==> src/rtl/mem2axi_bridge.sv <==
// Single-outstanding bridge from a req/gnt memory port to single-beat AXI4 INCR transfers.
// Define MEM2AXI_BRIDGE_RESP_CUT_EN to register the memory-side response by one cycle.
module mem2axi_bridge #(
  parameter int unsigned AddrWidth = 32,
  parameter int unsigned DataWidth = 64,
  parameter int unsigned IdWidth   = 4,
  parameter int unsigned AxiId     = 0
) (
  input  logic                   clk_i,
  input  logic                   rst_ni,

  input  logic                   mem_req_i,
  output logic                   mem_gnt_o,
  input  logic [AddrWidth-1:0]   mem_addr_i,
  input  logic                   mem_we_i,
  input  logic [DataWidth-1:0]   mem_wdata_i,
  input  logic [DataWidth/8-1:0] mem_strb_i,
  output logic                   mem_rvalid_o,
  output logic [DataWidth-1:0]   mem_rdata_o,
  output logic                   mem_err_o,
  output logic                   busy_o,

  output logic                   axi_aw_valid_o,
  input  logic                   axi_aw_ready_i,
  output logic [AddrWidth-1:0]   axi_aw_addr_o,
  output logic [IdWidth-1:0]     axi_aw_id_o,
  output logic [7:0]             axi_aw_len_o,
  output logic [2:0]             axi_aw_size_o,
  output logic [1:0]             axi_aw_burst_o,

  output logic                   axi_w_valid_o,
  input  logic                   axi_w_ready_i,
  output logic [DataWidth-1:0]   axi_w_data_o,
  output logic [DataWidth/8-1:0] axi_w_strb_o,
  output logic                   axi_w_last_o,

  input  logic                   axi_b_valid_i,
  output logic                   axi_b_ready_o,
  input  logic [1:0]             axi_b_resp_i,

  output logic                   axi_ar_valid_o,
  input  logic                   axi_ar_ready_i,
  output logic [AddrWidth-1:0]   axi_ar_addr_o,
  output logic [IdWidth-1:0]     axi_ar_id_o,
  output logic [7:0]             axi_ar_len_o,
  output logic [2:0]             axi_ar_size_o,
  output logic [1:0]             axi_ar_burst_o,

  input  logic                   axi_r_valid_i,
  output logic                   axi_r_ready_o,
  input  logic [DataWidth-1:0]   axi_r_data_i,
  input  logic [1:0]             axi_r_resp_i,
  input  logic                   axi_r_last_i
);

  localparam int unsigned StrbWidth = DataWidth / 8;
  localparam int unsigned SizeLog   = $clog2(StrbWidth);
  localparam logic [AddrWidth-1:0] AddrMask = ~AddrWidth'(StrbWidth - 1);

  typedef enum logic [2:0] {
    StIdle,
    StWrReq,
    StWrResp,
    StRdReq,
    StRdResp,
    StRespOut
  } state_e;

`ifdef MEM2AXI_BRIDGE_RESP_CUT_EN
  localparam state_e StAfterResp = StRespOut;
`else
  localparam state_e StAfterResp = StIdle;
`endif

  state_e                 state_q, state_d;
  logic [AddrWidth-1:0]   addr_q;
  logic [DataWidth-1:0]   wdata_q;
  logic [StrbWidth-1:0]   strb_q;
  logic                   aw_pend_q, w_pend_q;

  logic                   resp_valid;
  logic [DataWidth-1:0]   resp_data;
  logic                   resp_err;

  // Only the error bit of the response matters; single-beat reads make r_last redundant.
  logic unused_resp;
  assign unused_resp = ^{axi_b_resp_i[0], axi_r_resp_i[0], axi_r_last_i};

  always_ff @(posedge clk_i or negedge rst_ni) begin
    if (!rst_ni) begin
      state_q <= StIdle;
    end else begin
      state_q <= state_d;
    end
  end

  always_ff @(posedge clk_i or negedge rst_ni) begin
    if (!rst_ni) begin
      addr_q    <= '0;
      wdata_q   <= '0;
      strb_q    <= '0;
      aw_pend_q <= 1'b0;
      w_pend_q  <= 1'b0;
    end else if (mem_req_i && mem_gnt_o) begin
      addr_q    <= mem_addr_i & AddrMask;
      wdata_q   <= mem_wdata_i;
      strb_q    <= mem_strb_i;
      aw_pend_q <= mem_we_i;
      w_pend_q  <= mem_we_i;
    end else if (state_q == StWrReq) begin
      if (axi_aw_ready_i) aw_pend_q <= 1'b0;
      if (axi_w_ready_i)  w_pend_q  <= 1'b0;
    end
  end

  always_comb begin
    state_d = state_q;
    case (state_q)
      StIdle: begin
        if (mem_req_i) state_d = mem_we_i ? StWrReq : StRdReq;
      end
      StWrReq: begin
        // AW and W retire independently; leave once neither is still pending.
        if ((!aw_pend_q || axi_aw_ready_i) && (!w_pend_q || axi_w_ready_i)) state_d = StWrResp;
      end
      StWrResp: begin
        if (axi_b_valid_i) state_d = StAfterResp;
      end
      StRdReq: begin
        if (axi_ar_ready_i) state_d = StRdResp;
      end
      StRdResp: begin
        if (axi_r_valid_i) state_d = StAfterResp;
      end
      StRespOut: state_d = StIdle;
      default:   state_d = StIdle;
    endcase
  end

  always_comb begin
    mem_gnt_o      = 1'b0;
    busy_o         = (state_q != StIdle);
    axi_aw_valid_o = 1'b0;
    axi_w_valid_o  = 1'b0;
    axi_b_ready_o  = 1'b0;
    axi_ar_valid_o = 1'b0;
    axi_r_ready_o  = 1'b0;
    resp_valid     = 1'b0;
    resp_data      = '0;
    resp_err       = 1'b0;
    case (state_q)
      StIdle:  mem_gnt_o = mem_req_i;
      StWrReq: begin
        axi_aw_valid_o = aw_pend_q;
        axi_w_valid_o  = w_pend_q;
      end
      StWrResp: begin
        axi_b_ready_o = 1'b1;
        resp_valid    = axi_b_valid_i;
        resp_err      = axi_b_valid_i & axi_b_resp_i[1];
      end
      StRdReq:  axi_ar_valid_o = 1'b1;
      StRdResp: begin
        axi_r_ready_o = 1'b1;
        resp_valid    = axi_r_valid_i;
        resp_data     = axi_r_valid_i ? axi_r_data_i : '0;
        resp_err      = axi_r_valid_i & axi_r_resp_i[1];
      end
      default: ;
    endcase
  end

`ifdef MEM2AXI_BRIDGE_RESP_CUT_EN
  logic                 rvalid_q;
  logic [DataWidth-1:0] rdata_q;
  logic                 err_q;

  always_ff @(posedge clk_i or negedge rst_ni) begin
    if (!rst_ni) begin
      rvalid_q <= 1'b0;
      rdata_q  <= '0;
      err_q    <= 1'b0;
    end else begin
      rvalid_q <= resp_valid;
      if (resp_valid) begin
        rdata_q <= resp_data;
        err_q   <= resp_err;
      end
    end
  end

  assign mem_rvalid_o = rvalid_q;
  assign mem_rdata_o  = rdata_q;
  assign mem_err_o    = err_q;
`else
  assign mem_rvalid_o = resp_valid;
  assign mem_rdata_o  = resp_data;
  assign mem_err_o    = resp_err;
`endif

  assign axi_aw_addr_o  = addr_q;
  assign axi_aw_id_o    = IdWidth'(AxiId);
  assign axi_aw_len_o   = 8'd0;
  assign axi_aw_size_o  = 3'(SizeLog);
  assign axi_aw_burst_o = 2'b01;

  assign axi_w_data_o   = wdata_q;
  assign axi_w_strb_o   = strb_q;
  assign axi_w_last_o   = 1'b1;

  assign axi_ar_addr_o  = addr_q;
  assign axi_ar_id_o    = IdWidth'(AxiId);
  assign axi_ar_len_o   = 8'd0;
  assign axi_ar_size_o  = 3'(SizeLog);
  assign axi_ar_burst_o = 2'b01;

endmodule

==> config.mk <==
export PLATFORM = sky130hd
export DESIGN_NAME = mem2axi_bridge
export DESIGN_NICKNAME = d
export VERILOG_FILES = /design/src/rtl/mem2axi_bridge.sv
export SDC_FILE = /design/constraint.sdc
export NUM_CORES = 1
export LEC_CHECK = 0
export ABC_AREA = 1
export CAP_MARGIN = 5
export CORE_AREA = 3 3 163 165
export DETAILED_ROUTE_END_ITERATION = 10
export DIE_AREA = 0 0 166 168
export SLEW_MARGIN = 30
export SYNTH_ARGS = -nofsm -noshare
export SYNTH_HDL_FRONTEND = slang
export SYNTH_SLANG_ARGS = --single-unit
export TNS_END_PERCENT = 1
==> constraint.sdc <==
create_clock -name clk_i -period 1.53 [get_ports clk_i]
set_input_delay 0.306 -clock clk_i [delete_from_list [all_inputs] [get_ports clk_i]]
set_output_delay 0.306 -clock clk_i [all_outputs]
set_load 0.02 [all_outputs]
== After elaboration in Yosys (flattened, before gate mapping) ==
Cells that the tools add are included.
Storage, ports and cells
  bits in registers: 106
  bits in latches: 0
  memory bits (writable): 0
  bits in read-only memories: 0
  logic and storage cells: 54
  memories kept: 0
Cells by class
  $add $sub $neg: 0
  multipliers: 0
  div/mod/pow operators: 0
  magnitude comparators: 0
  equal/unequal tests: 9
  shift-type cells: 0
  multiplexer cells: 23
  bitwise logic cells: 2
  reductions and logical operators: 14
Operators by type and width (count)
  2-to-1 mux 64 bit: 2
  2-to-1 mux 3 bit: 5
  case mux 3 bit (5 select lines): 1
  2-to-1 mux 1 bit: 12
  inequality test 2 bit, second input constant: 4
  == test 3 x 2 -> 1 bit, second input constant: 2
  nonzero test 2 bit: 3
  AND reduction 5 bit: 1
  case mux 1 bit (2 select lines): 2
  AND reduction 2 bit: 2
  == test 3 x 1 -> 1 bit, second input constant: 1
  == test 3 bit, second input constant: 1
  logical NOT 3 bit: 1
  nonzero test 3 bit: 1
  bitwise AND 1 bit: 2
  logical AND 1 bit: 2
  logical NOT 1 bit: 2
  logical OR 1 bit: 2
  2-to-1 mux 2 bit: 1
  inequality test 2 x 1 -> 1 bit, second input constant: 1

== Depth between registers and ports, before layout ==
Gate-level depths: netlist (run 1).
  depth in word-level cells: 5
  mapped depth: 8

== Worst setup path after synthesis (run 1) ==
OpenSTA, ideal clock, no wires.
  path kind: flip-flop to output port
  from: reg state_q[1]
  to: out mem_rdata_o[10]
  data arrival time: 1.558 ns
  setup slack: -0.334 ns
  cell stages (with the launch flop): 6
  path buffers: 2
  cells stage by stage: dfrtp_1 > nor3b_2 > nand2_1 > buf_2 > buf_2 > nor2_1
Between the ends
  longest elaborated chain between the ends: 2
RTL lines
  from (decl): line 75  | state_e state_q, state_d;
  from (signal assigned): line 91  | state_q <= StIdle;
  from (signal assigned): line 93  | state_q <= state_d;
  == test 3 bit: line 151  | case (state_q)
  2-to-1 mux 64 bit: line 151
  to (decl): line 19  | output logic [DataWidth-1:0] mem_rdata_o,
Every way passes these cells.

== Worst setup path in the final report (run 1) ==
  from: reg state_q[0]
  to: out mem_rdata_o[43]
Same word-level chain as after synthesis.

==> run_results.csv, run 1 <==
group,metric,value,unit
yosys,synth.most_common_cell,"nand2_1",
sta,period_share,130,%
route,drt_wl_total,22800,um
place,dp_cells,1364,
worst_setup_path,crit_required,1220,ps
yosys,yosysTopAreaCell,"dfrtp_1",
worst_setup_path,crit_type,"reg2out",
power_and_ir_drop,ir_drop,0.866,mV
cts,root_buffer,"clkbuf_16",
sta,fmax,501,MHz
floorplan,die_y,168,um
sta,rsz0062_at_grt,"yes",
run_status,status,"finished with violations",
final_layout,diodes,0,
sta,finalClockSkew,10.8,ps
power_and_ir_drop,swShare,45.9,%
power_and_ir_drop,p_int,8.83,mW
power_and_ir_drop,totalPowerFinal,16.3,mW
route,wire_per_inst,16.4,um
yosys,yosysWarnings,0,
sta,setup_viol,107,
global_route,grtUsageTotal,15.8,%
route,drt_pre_antenna_iters,4,
sta,period_needed,1990,ps
worst_setup_path,worst_setup_path_start_kind,"register",
floorplan,floorplan.core_area,0.0252,mm2
floorplan,start_util,20.6,%
yosys,synth_cell_type_count,18,
final_layout,register_area,0.00265,mm2
place,place_hpwl,18000,um
yosys,yosys_most_used_dff,"dfrtp_1",
final_layout,layout.cells.non_filler,1390,
cts,htreeDepth,3,
route,vias,5338,
global_route,grt_max_degree,54,
floorplan,placementRows,58,
route,vias_per_cell,3.84,
yosys,syn_area,0.00518,mm2
place,port_buffers,378,
power_and_ir_drop,clockPowerShare,14.1,%
yosys,synthCells,690,
yosys,synth_async_sr_flop_share,100,%
route,drtIter0Drc,238,
final_layout,design_area,0.00990,mm2
place,place_congestion,0.859,
sta,setup_slack,-465,ps
cts,cts.clk_slew.worst_paths,80,ps
cts,cts_tree,"done",
floorplan,top_level_ports,426,
route,route.detailed.drc,0,
global_route,antenna_found_initial,0,
worst_setup_path,crit_path_max_fanout,11,
power_and_ir_drop,combPwrFrac,55.7,%
sta,tns,-28870,ps
global_route,grt_pass1_vias,5604,
flow_run,cap_violations,0,
sta,hold_slack,378,ps
sta,finalMaxSlewViolations,0,
power_and_ir_drop,leakagePower,5.31,nW
final_layout,area_growth,91.3,%
yosys,seq_area_frac_synth,51.2,%
final_layout,multi_input_area,0.00209,mm2
yosys,synth.top_cells.by_count,"319 x nand2_1, 106 x dfrtp_1, 75 x inv_1, 72 x nor2_1, 71 x buf_4",
global_route,grt-ovfl-total,0,
power_and_ir_drop,sequentialPowerShare,30.2,%
worst_hold_path,min-delay-path-class,"in2async",
cts,cts.path.max_buffers,2,
yosys,syn_avg_cell_area,7.50,um2
final_layout,final_util,39.3,%
place,preCtsSetupSlack,-650,ps
floorplan,die_w,166,um
yosys,synth_edf_count,0,
final_layout,num-fill-cells,2631,
run_status,violations,"setup timing",
yosys,synth_top_cell_area_share,51.2,%
power_and_ir_drop,power_density,1650,mW/mm2
global_route,grt_pass1_wl,34000,um
route,ant_nets,0,
yosys,synth_area_leaders,"dfrtp_1 51%, nand2_1 23%, buf_4 10%, inv_1 5.4%, nor2_1 5.2%",
yosys,synth-seq-cells,106,
cts,clock_latency,360,ps
place,placed_cell_area,0.00924,mm2
floorplan,die-area,0.0279,mm2
worst_setup_path,cp.arrival,1690,ps
cts,clock-sinks,106,
sta,hold_violations,0,
final_layout,layout-drive-gt1-share,19.1,%
power_and_ir_drop,power.switching,7.49,mW
cts,cts-buffers-inserted,9,
worst_setup_path,crit_path_end_kind,"primary output",
final_layout,nets,1237,
-- per-layer routing --
| metal | track usage, % | up-vias | wire length (um) |
|---|---|---|---|
| li1 | - | 2624 | - |
| met1 | 17.1 | 2441 | 8510 |
| met2 | 29.0 | 248 | 12000 |
| met3 | 4.91 | 25 | 1640 |
| met4 | 5.82 | 0 | 683 |
| met5 | 0 | - | 0 |
-- power by group through the flow --
stage	Sequential (mW)	Clock, mW	Combinational, mW
2_1_floorplan	6.49	0	3.66
3_3_place_gp	5.03	0	9.85
3_5_place_dp	5.04	0	9.92
4_1_cts	4.97	2.42	8.97
5_1_grt	5.14	2.52	9.83
6_report	4.93	2.30	9.09
-- path summary, 6_finish.rpt --
| kind | slack (ps) | depth (start not counted) | start | endpoint |
|---|---|---|---|---|
| min in group clk_i | 470 | 3 | mem_wdata_i[41] | axi_w_data_o[41] |
| max in group asynchronous | 600 | 3 | rst_ni | axi_ar_addr_o[23] |
| hold / removal | 380 | 2 | rst_ni | axi_w_data_o[9] |
| setup reg to reg | -40 | 9 | state_q[0] | axi_w_data_o[51] |
| hold reg to reg | 470 | 2 | axi_w_data_o[10] | axi_w_data_o[10] |
| setup / recovery | -460 | 6 | state_q[0] | mem_rdata_o[43] |
-- layout by cell type, fill, tap and decap left out, types with 2 or more instances in the layout --
master / instances
dlygate4sd2_1: 131
o22ai_1: 2
inv_8: 2
buf_12: 9
nor2_1: 6
buf_16: 4
nand2_2: 3
clkinv_4: 2
clkbuf_16: 10
buf_4: 30
o21ai_1: 3
nor2_2: 34
inv_6: 2
buf_6: 62
conb_1: 41
clkdlybuf4s50_1: 174
nor2_4: 32
nand3_1: 3
inv_1: 71
inv_2: 4
nand2_1: 315
dfrtp_1: 106
-- cell families (layout without fill, tap and decap cells) --
family                 after synthesis  after routing  share of synthesized area (%)
flip-flops                         106            106                           51.2
buffers and inverters              175            506                           18.3
other                                2             41                          0.145
AO/OA/AOI/OAI                        8              8                          0.870
AND/OR/NAND/NOR                    399            399                           29.4
-- layout make-up --
| type | instances | area share (%) |
|---|---|---|
| multi-input cells | 448 | 21.1 |
| inverters | 76 | 2.93 |
| repair buffers | 414 | 42.2 |
| clock buffers | 10 | 2.31 |
| flip-flops and latches | 106 | 26.8 |
| clock inverters | 6 | 0.569 |
| well taps | 330 | 4.17 |
-- critical path, cell delays in order, from the launching register on --
cell and delay, ps:
dfrtp_1 410, nor3b_4 250, nand2_4 100, buf_12 160
buf_16 150, nor2_2 110, buf_6 150
-- repair_timing --
item | CTS | global route
setup endpoints to repair | 309 | 157
pin swaps | 2 | 3
gates resized for setup | 416 | 72
hold buffers | 1 | 0
hold endpoints to repair | 15 | 0
setup buffers | 1 | 5
gates cloned | 1 | 2
-- registers in the layout (all words and copies together), names as in the netlist --
signal	count
aw_pend_q	1
axi_ar_addr_o	29
axi_w_data_o	64
axi_w_strb_o	8
state_q	3
w_pend_q	1
No activity file was read; power rests on OpenSTA's default activity.
==> run 2: changes to the inputs <==
- GPL_ROUTABILITY_DRIVEN: not set -> 0
==> results of run 2 <==
Same layout as run 1: the final DEF is identical, and so are final timing and power.
